File: src/rtl/aibcr3_red_pkg.sv
// Shared types and helpers for the AIB column redundancy shift controller.
// Holds the sequencer state encoding, quiet-counter width and thermometer target function.
package aibcr3_red_pkg;

  localparam int unsigned QCNT_W     = 8;
  localparam int unsigned RED_MAX_IO = 64;

  typedef enum logic [2:0] {
    ST_IDLE   = 3'd0,
    ST_GATE   = 3'd1,
    ST_SWITCH = 3'd2,
    ST_SETTLE = 3'd3,
    ST_DONE   = 3'd4
  } red_state_e;

  // Lanes at or above the failing index shift over; lanes past num_io stay clear.
  function automatic logic [RED_MAX_IO-1:0] red_therm(input logic        en,
                                                       input int unsigned idx,
                                                       input int unsigned num_io);
    logic [RED_MAX_IO-1:0] v;
    v = '0;
    for (int unsigned i = 0; i < RED_MAX_IO; i++) begin
      v[i[5:0]] = en && (i >= idx) && (i < num_io);
    end
    return v;
  endfunction

endpackage

File: src/rtl/aibcr3_red_shift_ctrl_if.sv
// Configuration handshake bundle for the redundancy shift controller.
interface aibcr3_red_shift_ctrl_if #(
  parameter int unsigned IDX_W = 5
);
  logic             red_cfg_vld;
  logic             red_cfg_rdy;
  logic             red_cfg_en;
  logic [IDX_W-1:0] red_cfg_idx;

  modport master (
    output red_cfg_vld,
    output red_cfg_en,
    output red_cfg_idx,
    input  red_cfg_rdy
  );

  modport slave (
    input  red_cfg_vld,
    input  red_cfg_en,
    input  red_cfg_idx,
    output red_cfg_rdy
  );
endinterface

File: src/rtl/aibcr3_red_quiet_cnt.sv
// Load/decrement down-counter timing the clock-quiet windows around a mux switch.
module aibcr3_red_quiet_cnt
  import aibcr3_red_pkg::*;
(
  input  logic              clk,
  input  logic              rst_n,
  input  logic              load,
  input  logic [QCNT_W-1:0] load_val,
  input  logic              dec,
  output logic              zero
);

  logic [QCNT_W-1:0] cnt_q, cnt_d;

  always_comb begin
    cnt_d = cnt_q;
    if (load) begin
      cnt_d = load_val;
    end else if (dec && (cnt_q != '0)) begin
      cnt_d = cnt_q - QCNT_W'(1);
    end
  end

  always_ff @(posedge clk or negedge rst_n) begin
    if (!rst_n) begin
      cnt_q <= '0;
    end else begin
      cnt_q <= cnt_d;
    end
  end

  assign zero = (cnt_q == '0);

endmodule

File: src/rtl/aibcr3_red_shift_ctrl.sv
// Redundancy shift_en sequencer: mux selects only move while column clocks are quiet.
// Optional JTAG override of shift_en when AIBCR3_RED_JTAG_OVR_EN is defined.
//
//   state  | meaning
//   IDLE   | ready for a configuration, clocks running
//   GATE   | clocks held quiet before the mux switch
//   SWITCH | shift_en loads the new target at the end of this cycle
//   SETTLE | clocks still held quiet while the muxes settle
//   DONE   | clocks released, completion pulse
module aibcr3_red_shift_ctrl
  import aibcr3_red_pkg::*;
#(
  parameter int unsigned NUM_IO    = 24,
  parameter int unsigned IDX_W     = 5,
  parameter int unsigned QUIET_CYC = 8
) (
  input  logic                      clk,
  input  logic                      rst_n,
`ifdef AIBCR3_RED_JTAG_OVR_EN
  input  logic                      jtag_ovr_en,
  input  logic [NUM_IO-1:0]         jtag_shift_en,
`endif
  aibcr3_red_shift_ctrl_if.slave    cfg,
  output logic [NUM_IO-1:0]         shift_en,
  output logic                      clk_gate_n,
  output logic                      busy,
  output logic                      red_done,
  output logic                      red_err
);

  localparam logic [QCNT_W-1:0] QLOAD = QCNT_W'(QUIET_CYC - 1);

  red_state_e        state_q, state_d;
  logic [NUM_IO-1:0] shift_en_q, shift_en_d;
  logic [NUM_IO-1:0] tgt_q, tgt_d, tgt_new;
  logic              clk_gate_n_q, clk_gate_n_d;
  logic              busy_q, busy_d;
  logic              red_done_q, red_done_d;
  logic              red_err_q, red_err_d;
  logic [IDX_W-1:0]  idx_s;
  logic              rdy, xfer, cfg_bad, nochg, seq_gated;
  logic              cnt_load, cnt_dec, cnt_zero;

  assign idx_s   = cfg.red_cfg_idx;
  assign tgt_new = NUM_IO'(red_therm(cfg.red_cfg_en, 32'(idx_s), NUM_IO));
  assign cfg_bad = cfg.red_cfg_en && (32'(idx_s) >= NUM_IO);

`ifdef AIBCR3_RED_JTAG_OVR_EN
  assign rdy = (state_q == ST_IDLE) && !jtag_ovr_en;
`else
  assign rdy = (state_q == ST_IDLE);
`endif
  assign xfer = cfg.red_cfg_vld && rdy;

  aibcr3_red_quiet_cnt u_quiet_cnt (
    .clk      (clk),
    .rst_n    (rst_n),
    .load     (cnt_load),
    .load_val (QLOAD),
    .dec      (cnt_dec),
    .zero     (cnt_zero)
  );

  always_comb begin
    state_d    = state_q;
    shift_en_d = shift_en_q;
    tgt_d      = tgt_q;
    cnt_load   = 1'b0;
    cnt_dec    = 1'b0;
    nochg      = 1'b0;
    red_err_d  = 1'b0;

    case (state_q)
      ST_IDLE: begin
        if (xfer) begin
          if (cfg_bad) begin
            red_err_d = 1'b1;
          end else if (tgt_new == shift_en_q) begin
            nochg = 1'b1;
          end else begin
            tgt_d    = tgt_new;
            cnt_load = 1'b1;
            state_d  = ST_GATE;
          end
        end
      end
      ST_GATE: begin
        if (cnt_zero) state_d = ST_SWITCH;
        else          cnt_dec = 1'b1;
      end
      ST_SWITCH: begin
        shift_en_d = tgt_q;
        cnt_load   = 1'b1;
        state_d    = ST_SETTLE;
      end
      ST_SETTLE: begin
        if (cnt_zero) state_d = ST_DONE;
        else          cnt_dec = 1'b1;
      end
      ST_DONE: state_d = ST_IDLE;
      default: state_d = ST_IDLE;
    endcase

`ifdef AIBCR3_RED_JTAG_OVR_EN
    // Tester owns the muxes with its clock stopped, so no quiet sequence is needed.
    if (jtag_ovr_en) begin
      state_d    = ST_IDLE;
      shift_en_d = jtag_shift_en;
      cnt_load   = 1'b0;
      cnt_dec    = 1'b0;
      nochg      = 1'b0;
      red_err_d  = 1'b0;
    end
`endif

    seq_gated    = state_d inside {ST_GATE, ST_SWITCH, ST_SETTLE};
    clk_gate_n_d = !seq_gated;
    busy_d       = seq_gated;
    red_done_d   = nochg || (state_d == ST_DONE);
  end

  always_ff @(posedge clk or negedge rst_n) begin
    if (!rst_n) begin
      state_q      <= ST_IDLE;
      shift_en_q   <= '0;
      tgt_q        <= '0;
      clk_gate_n_q <= 1'b1;
      busy_q       <= 1'b0;
      red_done_q   <= 1'b0;
      red_err_q    <= 1'b0;
    end else begin
      state_q      <= state_d;
      shift_en_q   <= shift_en_d;
      tgt_q        <= tgt_d;
      clk_gate_n_q <= clk_gate_n_d;
      busy_q       <= busy_d;
      red_done_q   <= red_done_d;
      red_err_q    <= red_err_d;
    end
  end

  assign cfg.red_cfg_rdy = rdy;
  assign shift_en        = shift_en_q;
  assign clk_gate_n      = clk_gate_n_q;
  assign busy            = busy_q;
  assign red_done        = red_done_q;
  assign red_err         = red_err_q;

endmodule

File: src/flat_wrapper.sv
// flat-port wrapper written by rule: the top's interface ports become plain ports
module aibcr3_red_shift_ctrl_flat import aibcr3_red_pkg::*;
#(
  parameter int unsigned NUM_IO    = 24,
  parameter int unsigned IDX_W     = 5,
  parameter int unsigned QUIET_CYC = 8
)
  (clk, rst_n, shift_en, clk_gate_n, busy, red_done, red_err, cfg_red_cfg_vld, cfg_red_cfg_en, cfg_red_cfg_idx, cfg_red_cfg_rdy);
  aibcr3_red_shift_ctrl_if #(.IDX_W(IDX_W)) cfg_i ();
  input  logic clk;
  input  logic rst_n;
  output logic [NUM_IO-1:0] shift_en;
  output logic clk_gate_n;
  output logic busy;
  output logic red_done;
  output logic red_err;
  input wire logic [$bits(cfg_i.red_cfg_vld)-1:0] cfg_red_cfg_vld;
  input wire logic [$bits(cfg_i.red_cfg_en)-1:0] cfg_red_cfg_en;
  input wire logic [$bits(cfg_i.red_cfg_idx)-1:0] cfg_red_cfg_idx;
  output wire logic [$bits(cfg_i.red_cfg_rdy)-1:0] cfg_red_cfg_rdy;
  assign cfg_i.red_cfg_vld = cfg_red_cfg_vld;
  assign cfg_i.red_cfg_en = cfg_red_cfg_en;
  assign cfg_i.red_cfg_idx = cfg_red_cfg_idx;
  assign cfg_red_cfg_rdy = cfg_i.red_cfg_rdy;
  aibcr3_red_shift_ctrl #(.NUM_IO(NUM_IO), .IDX_W(IDX_W), .QUIET_CYC(QUIET_CYC)) u_core (.clk(clk), .rst_n(rst_n), .cfg(cfg_i), .shift_en(shift_en), .clk_gate_n(clk_gate_n), .busy(busy), .red_done(red_done), .red_err(red_err));
endmodule
File: config.mk
export PLATFORM = sky130hd
export DESIGN_NAME = aibcr3_red_shift_ctrl_flat
export DESIGN_NICKNAME = d
export VERILOG_FILES = /design/src/rtl/aibcr3_red_pkg.sv /design/src/rtl/aibcr3_red_shift_ctrl_if.sv /design/src/rtl/aibcr3_red_quiet_cnt.sv /design/src/rtl/aibcr3_red_shift_ctrl.sv /design/src/flat_wrapper.sv
export SDC_FILE = /design/constraint.sdc
export NUM_CORES = 1
export LEC_CHECK = 0
export ABC_AREA = 1
export CORE_UTILIZATION = 50
export DETAILED_ROUTE_END_ITERATION = 16
export PLACE_DENSITY = 0.78
export SLEW_MARGIN = 20
export SYNTH_ARGS = -nofsm -noshare
export SYNTH_HDL_FRONTEND = slang
export SYNTH_SLANG_ARGS = --single-unit
File: constraint.sdc
create_clock -name clk -period 2.15 [get_ports clk]
set_input_delay 0.43 -clock clk [delete_from_list [all_inputs] [get_ports clk]]
set_output_delay 0.43 -clock clk [all_outputs]
set_load 0.05 [all_outputs]
==> metrics.csv, run 1 <==
stage;metric;value;unit
outcome;status;complete, no violations;
sta;min_period;2.084;ns
yosys;ys_ff_latch;63;
cells_and_area;regArea;1578;um2
yosys;syn_area;3169;um2
route;drcViolationCount;0;
critical_path;setup.worst_path.end_class;output pin;
critical_path;critPathArrivalTime;1.65;ns
die;die-area;6661;um2
placed_design;place_ws;-0.4865;ns
route;routed_via_density;5.405;
power_and_ir_drop;p_leak;2.113;nW
cells_and_area;multi_input_area;1431;um2
critical_path;crit_slowest_cell;clkdlybuf4s50_1;
route;drt_wl_total;7969;um
placed_design;io_buffers;37;
cells_and_area;diodes;0;
yosys;postSynthNetCount;395;
route;drtPass1Iterations;6;
global_route;grt_overflow;0;
global_route;busiest_layer;met2;
yosys;ys_warn_count;0;
route;wire_per_inst;14.60;um
die;ioPinCount;38;
die;start_util;0.5260;
critical_path;worstSetupPathType;register to output pin;
critical_path;critPathTopFamily;buffers and inverters;
cts;htree_levels;3;
route;drtIter0Drc;292;
cells_and_area;syn_to_final_growth;31.82;%
cts;clk_pin_slew_worst_paths;0.07;ns
min_path;hp-class;input pin to asynchronous set/reset pin;
global_route;grt_max_degree;64;
critical_path;path_buf_inv;1;
global_route;grt_use_total;0.2615;
yosys;synth.distinct_cells;29;
critical_path;cp_max_fo;1;
cts;cts_buffer_depth;2;
global_route;global_route.usage.met1;0.3360;
critical_path;worst_path_largest_cell_delay;0.79;ns
cts;worstSkewPairLatency;0.35;ns
die;coreArea;6026;um2
placed_design;hpwlAfterDp;5354;um
yosys;synth_edf_count;0;
cells_and_area;drive_gt1_frac;0.2166;
cts;clock_sinks;63;
die;placementRows;28;
sta;clock_skew;0.005585;ns
yosys;ys_async_sr_fraction;1.000;
sta;fin_crit_sh;0.9695;
cells_and_area;final_nets;477;
yosys;ys.flop_type;dfrtp_1;
sta;setup_violations;0;
global_route;grt_pass1_wl;12720;um
route;ant_nets;0;
die;dieWidth;81.62;um
sta;fmax;479.8;MHz
critical_path;crit_required;1.72;ns
sta;setup_slack;0.06565;ns
die;fp.dieH;81.62;um
cts;cts-root-buf;clkbuf_8;
flow_run;maxCapViolCount;0;
power_and_ir_drop;ir_drop;0.0008084;V
yosys;synthCells;384;
sta;maxSlewHeadroom;0.6544;
sta;hold_viol_final;0;
placed_design;placed_cells;526;
power_and_ir_drop;power;5.688;mW
yosys;avgSynthCellArea;8.253;um2
cells_and_area;stdcell_count;546;
global_route;met3_usage;0.05444;
placed_design;gp_congestion;0.8602;
yosys;seq_area_frac_synth;0.4978;
route;num_vias;2951;
critical_path;worstPathCellList;clkdlybuf4s50_1;
global_route;grt_use_met2;0.4133;
cts;cts_inserted_buffers;9;
sta;drv_slew;0;
cts;cts_tree;done;
global_route;first_global_vias;2721;
power_and_ir_drop;powerDensity;1361;nW/um2
critical_path;start_kind;register;
sta;worst_pin_slew;0.5168;ns
cts;hold_buffers;0;
global_route;antenna_found_initial;0;
cells_and_area;fill_cells;476;
synthesized netlist by cell type, types with 4 or more instances:
cell	instances	area (um2)
nor3_1	4	20.02
nand2_2	5	31.28
inv_1	33	123.9
nand4_1	10	62.56
nand2_1	102	382.9
a21oi_1	17	85.08
o21ai_1	10	50.05
nand3_1	25	125.1
nor2_2	8	50.05
mux2_2	10	112.6
nor2_1	40	150.1
o21ai_0	16	80.08
nand3b_1	5	37.54
dfrtp_1	62	1551
buf_2	5	25.02
xor2_1	6	52.55
xnor2_1	6	52.55
registers in the layout (all words and copies together) (netlist names):
name,count
u_core.busy,1
u_core.clk_gate_n,1
u_core.red_done,1
u_core.red_err,1
u_core.shift_en,24
u_core.state_q,3
u_core.tgt_q,24
u_core.u_quiet_cnt.cnt_q,8
through the flow:
| stage | hold WS, ns | util | instance area, um2 | TNS, ns |
|---|---|---|---|---|
| finish | 0.07971 | 0.6933 | 4178 | 0 |
| global route | 0.1116 | 0.6933 | 4178 | -0.004848 |
| CTS | 0.09601 | 0.6925 | 4173 | 0 |
| detailed placement | 0.4618 | 0.6497 | 3915 | -16.03 |
| global placement | 0.4508 | 0.6497 | 3915 | -14.51 |
| floorplan | 0.1344 | - | 3174 | 0 |
layer usage:
layer  part of all wire  vias to the layer above
li1                   -                     1398
met5                  0                        -
met3              0.055                       29
met2               0.49                      124
met1               0.42                     1400
met4              0.032                        0
report_power, final:
group          total, mW  switching [mW]  internal (mW)
Clock              0.900           0.457          0.444
Combinational       2.77            1.75           1.02
Sequential          2.02           0.355           1.67
Total               5.69            2.56           3.13
final cells by class:
type                    instances  share of cell area
inverters                      35             0.03205
clock buffers                  12             0.03474
multi-input cells             273              0.3426
flip-flops and latches         63              0.3777
well taps                      75             0.02246
repair buffers                 84              0.1851
clock inverters                 4            0.005391
cells in the final DEF (no fill, tap or decap), drive strengths merged:
cell           count
nand2            108
dfrtp             62
buf               48
nor2              48
inv               35
clkdlybuf4s50     29
nand3             27
o21ai             26
a21oi             17
clkbuf            14
nand4             10
mux2              10
xor2               6
xnor2              6
nand3b             5
nor3               5
clkinv             3
ha                 2
clkdlybuf4s15      2
dlygate4sd2        2
nor3b              1
o22ai              1
nor4               1
clkinvlp           1
bufbuf             1
dfstp              1
final timing paths:
kind,to,startpoint,depth (start not counted),slack [ns]
worst max-delay path,clk_gate_n,u_core.clk_gate_n,1,0.07
worst min-delay path,u_core.shift_en[12],rst_n,2,0.08
worst max register to register,u_core.u_quiet_cnt.cnt_q[4],u_core.u_quiet_cnt.cnt_q[0],11,0.23
worst min register to register,u_core.tgt_q[18],u_core.tgt_q[18],2,0.48
max in group asynchronous,u_core.clk_gate_n,rst_n,2,1.77
min in group clk,u_core.tgt_q[18],u_core.tgt_q[18],2,0.48
logic make-up after synthesis:
group,share of synthesized area
compound gates,0.06988
xor+xnor,0.03316
fa+ha+maj,0.007895
buf+inv,0.06711
flops,0.4978
mux,0.03553
simple gates,0.2886
timing repair:
action                                  4_1_cts  5_1_grt
cloned                                        1        0
buffers inserted                              3        0
endpoints found under the setup margin       35       30
pin swaps                                     0        0
resized for setup                            17        8
Power figures use the tool's default switching activity.
==> inputs of run 2 (changes only) <==
Settings changed: ABC_AREA 1 to default, CELL_PAD_IN_SITES_DETAIL_PLACEMENT from default to 2, CELL_PAD_IN_SITES_GLOBAL_PLACEMENT from default to 2, CORE_UTILIZATION 50 to 35, PLACE_DENSITY 0.78 to 0.84.
==> metrics.csv, run 2 <==
stage;metric;value;unit
cells_and_area;drive_gt1_frac;0.4297;
cts;cts-root-buf;clkbuf_8;
route;num_vias;3748;
power_and_ir_drop;combPwrFrac;0.154;
global_route;grt_pass1_wl;26890;um
yosys;synth_common_cells;nand2_1, dfrtp_1, nor2_1;
flow_run;maxCapViolCount;0;
yosys;synthCells;356;
placed_design;place_ws;-1.444;ns
global_route;first_global_vias;4119;
yosys;synth_most_common_cell;nand2_1;
route;wire_per_inst;33.95;um
critical_path;crit_required;2.39;ns
critical_path;worst_path_largest_cell_delay;0.46;ns
cts;htree_levels;3;
outcome;status;finished, violations left;
yosys;ys_ff_latch;63;
critical_path;worstSetupPathType;input pin to register;
die;fp.dieH;100.3;um
global_route;antenna_found_initial;0;
sta;maxSlewHeadroom;0.6372;
yosys;synth_top_area_frac;0.4586;
yosys;ys.flop_type;dfrtp_1;
yosys;syn_area;3383;um2
cells_and_area;stdcell_count;620;
yosys;yosysTopAreaCell;dfrtp_1;
sta;setup_slack;-0.6065;ns
sta;setup_violations;36;
route;drtIter0Drc;198;
yosys;postSynthNetCount;367;
critical_path;cp_max_fo;19;
yosys;ys_warn_count;0;
power_and_ir_drop;ir_drop;0.0005561;V
power_and_ir_drop;p_leak;2.665;nW
power_and_ir_drop;p_int;1.887;mW
power_and_ir_drop;powerDensity;505.0;nW/um2
die;start_util;0.3644;
sta;hold_viol_final;0;
critical_path;setup.worst_path.end_class;register;
cts;clk_pin_slew_worst_paths;0.09;ns
cells_and_area;layout_common_cells;buf_4, nand2_1, dfrtp_1;
route;top_layer;met4;
route;drcViolationCount;0;
yosys;synthTopCellsByArea;dfrtp_1, nand2_1, mux2_4;
route;routed_via_density;6.045;
die;ioPinCount;38;
cts;clock_sinks;63;
sta;fin_crit_sh;1.282;
yosys;seq_area_frac_synth;0.4663;
critical_path;worstPathCellList;buf_6, buf_8, nand2_2, buf_4, a211oi_2, a41oi_2, or4_4, nor4_4, a21oi_4, clkbuf_16, mux2_4;
cts;cts_buffer_depth;2;
cells_and_area;layout_commonest_cell;buf_4;
cts;cts_tree;done;
yosys;synth_edf_count;0;
die;dieWidth;100.3;um
sta;rsz0062_at_grt;true;
cts;cts_inserted_buffers;9;
cts;hold_buffers;0;
yosys;avgSynthCellArea;9.503;um2
power_and_ir_drop;p_sw;0.8164;mW
yosys;synth.distinct_cells;62;
global_route;grt_max_degree;64;
power_and_ir_drop;power;2.703;mW
die;placementRows;35;
power_and_ir_drop;p_sw_frac;0.3020;
route;wl_met2;10640;um
cells_and_area;syn_to_final_growth;58.21;%
placed_design;io_buffers;37;
outcome;violations;setup timing;
route;met1_length;7931;um
sta;fmax;362.8;MHz
power_and_ir_drop;clock_power_share;0.408;
critical_path;path_buf_inv;4;
critical_path;critPathArrivalTime;3.00;ns
critical_path;critPathTopFamily;simple AND/OR/NAND/NOR gates;
cells_and_area;diodes;0;
global_route;grt_use_total;0.3772;
cells_and_area;final_nets;498;
placed_design;placed_cells;576;
min_path;hp-class;input pin to asynchronous set/reset pin;
route;ant_nets;0;
power_and_ir_drop;p_seq_frac;0.438;
placed_design;gp_congestion;0.9221;
route;dr_wl_met3;1182;um
sta;worst_pin_slew;0.5425;ns
sta;min_period;2.757;ns
sta;drv_slew;0;
critical_path;start_kind;input pin;
global_route;grt_overflow;0;
cts;worstSkewPairLatency;0.37;ns
die;die-area;10060;um2
yosys;ys_async_sr_fraction;1.000;
sta;fin_hold_ws;0.1083;ns
placed_design;hpwlAfterDp;9054;um
route;drtPass1Iterations;4;
sta;clock_skew;0.01750;ns
die;coreArea;9284;um2
critical_path;crit_slowest_cell;or4_4;
route;drt_wl_total;21050;um
-- run 2: changes by cell type after synthesis, sizes merged, moves of 6 or more --
cell / delta
a31oi: +6
nor2: -30
nor2b: +7
nor3: +7
xnor2: +6
nand4: -8
clkbuf: +11
mux2: +7
inv: -27
nand2: -23
o21ai: -12
nand3: -21
-- run 2: repair_timing --
item,4_1_cts,5_1_grt
cloned,2,0
hold endpoints to repair,0,0
setup buffers,15,15
setup endpoints to repair,46,45
gates resized for setup,95,62
pin swaps,19,17
-- run 2: final cells by class --
type	instances	area, um2
Fill cell	908	3931
Multi-Input combinational cell	261	2034
Sequential cell	63	1580
Timing Repair Buffer	144	1369
Tap cell	129	161.4
Clock buffer	10	127.6
Clock inverter	5	50.05
Inverter	8	30.03
-- run 2: final timing paths --
kind                                startpoint                 end  slack (ns)  cells past startpoint
max in group asynchronous                rst_n     u_core.tgt_q[4]        1.72                      2
max                         cfg_red_cfg_idx[3]     u_core.tgt_q[2]       -0.61                     11
max reg2reg                u_core.shift_en[13]     u_core.tgt_q[2]       -0.54                      8
min reg2reg                    u_core.tgt_q[4]  u_core.shift_en[4]        0.50                      2
min                                      rst_n      u_core.red_err        0.11                      2
min in group clk               u_core.tgt_q[4]  u_core.shift_en[4]        0.50                      2
-- run 2: power by group through the flow --
stage	logic, mW	registers (mW)	clock network (mW)
3_5_place_dp	0.255	1.21	0
3_3_place_gp	0.237	1.21	0
2_1_floorplan	0.108	1.21	0
6_report	0.417	1.18	1.10
5_1_grt	0.428	1.18	1.13
4_1_cts	0.325	1.18	1.07
-- run 2: worst reg2reg max path: cells and delay by family, from the launching register on --
kind	cells	cell delay, ns
simple gates	5	1.41
compound gates	1	0.18
flops	1	0.48
buf+inv	1	0.21
mux	1	0.30
-- run 2: through the flow --
step	TNS, ns	area (um2)	utilization
3_3_place_gp	-41.88	4431	0.4772
5_1_grt	-19.25	5353	0.5766
6_report	-19.46	5353	0.5766
2_1_floorplan	-12.70	3430	-
3_5_place_dp	-49.34	4431	0.4772
4_1_cts	-9.860	5001	0.5387
-- run 2: logic make-up after synthesis --
group | after synthesis | share of synthesized area
simple gates | 161 | 0.2371
compound gates | 63 | 0.1235
flops | 63 | 0.4663
buf+inv | 32 | 0.04770
mux | 21 | 0.08173
xor+xnor | 14 | 0.03624
fa+ha+maj | 2 | 0.007395
-- run 2: per-layer routing --
metal / track usage / vias to the layer above
li1: - / 1493
met1: 0.4259 / 1948
met2: 0.6654 / 209
met3: 0.07382 / 98
met4: 0.2107 / 0
met5: 0 / -
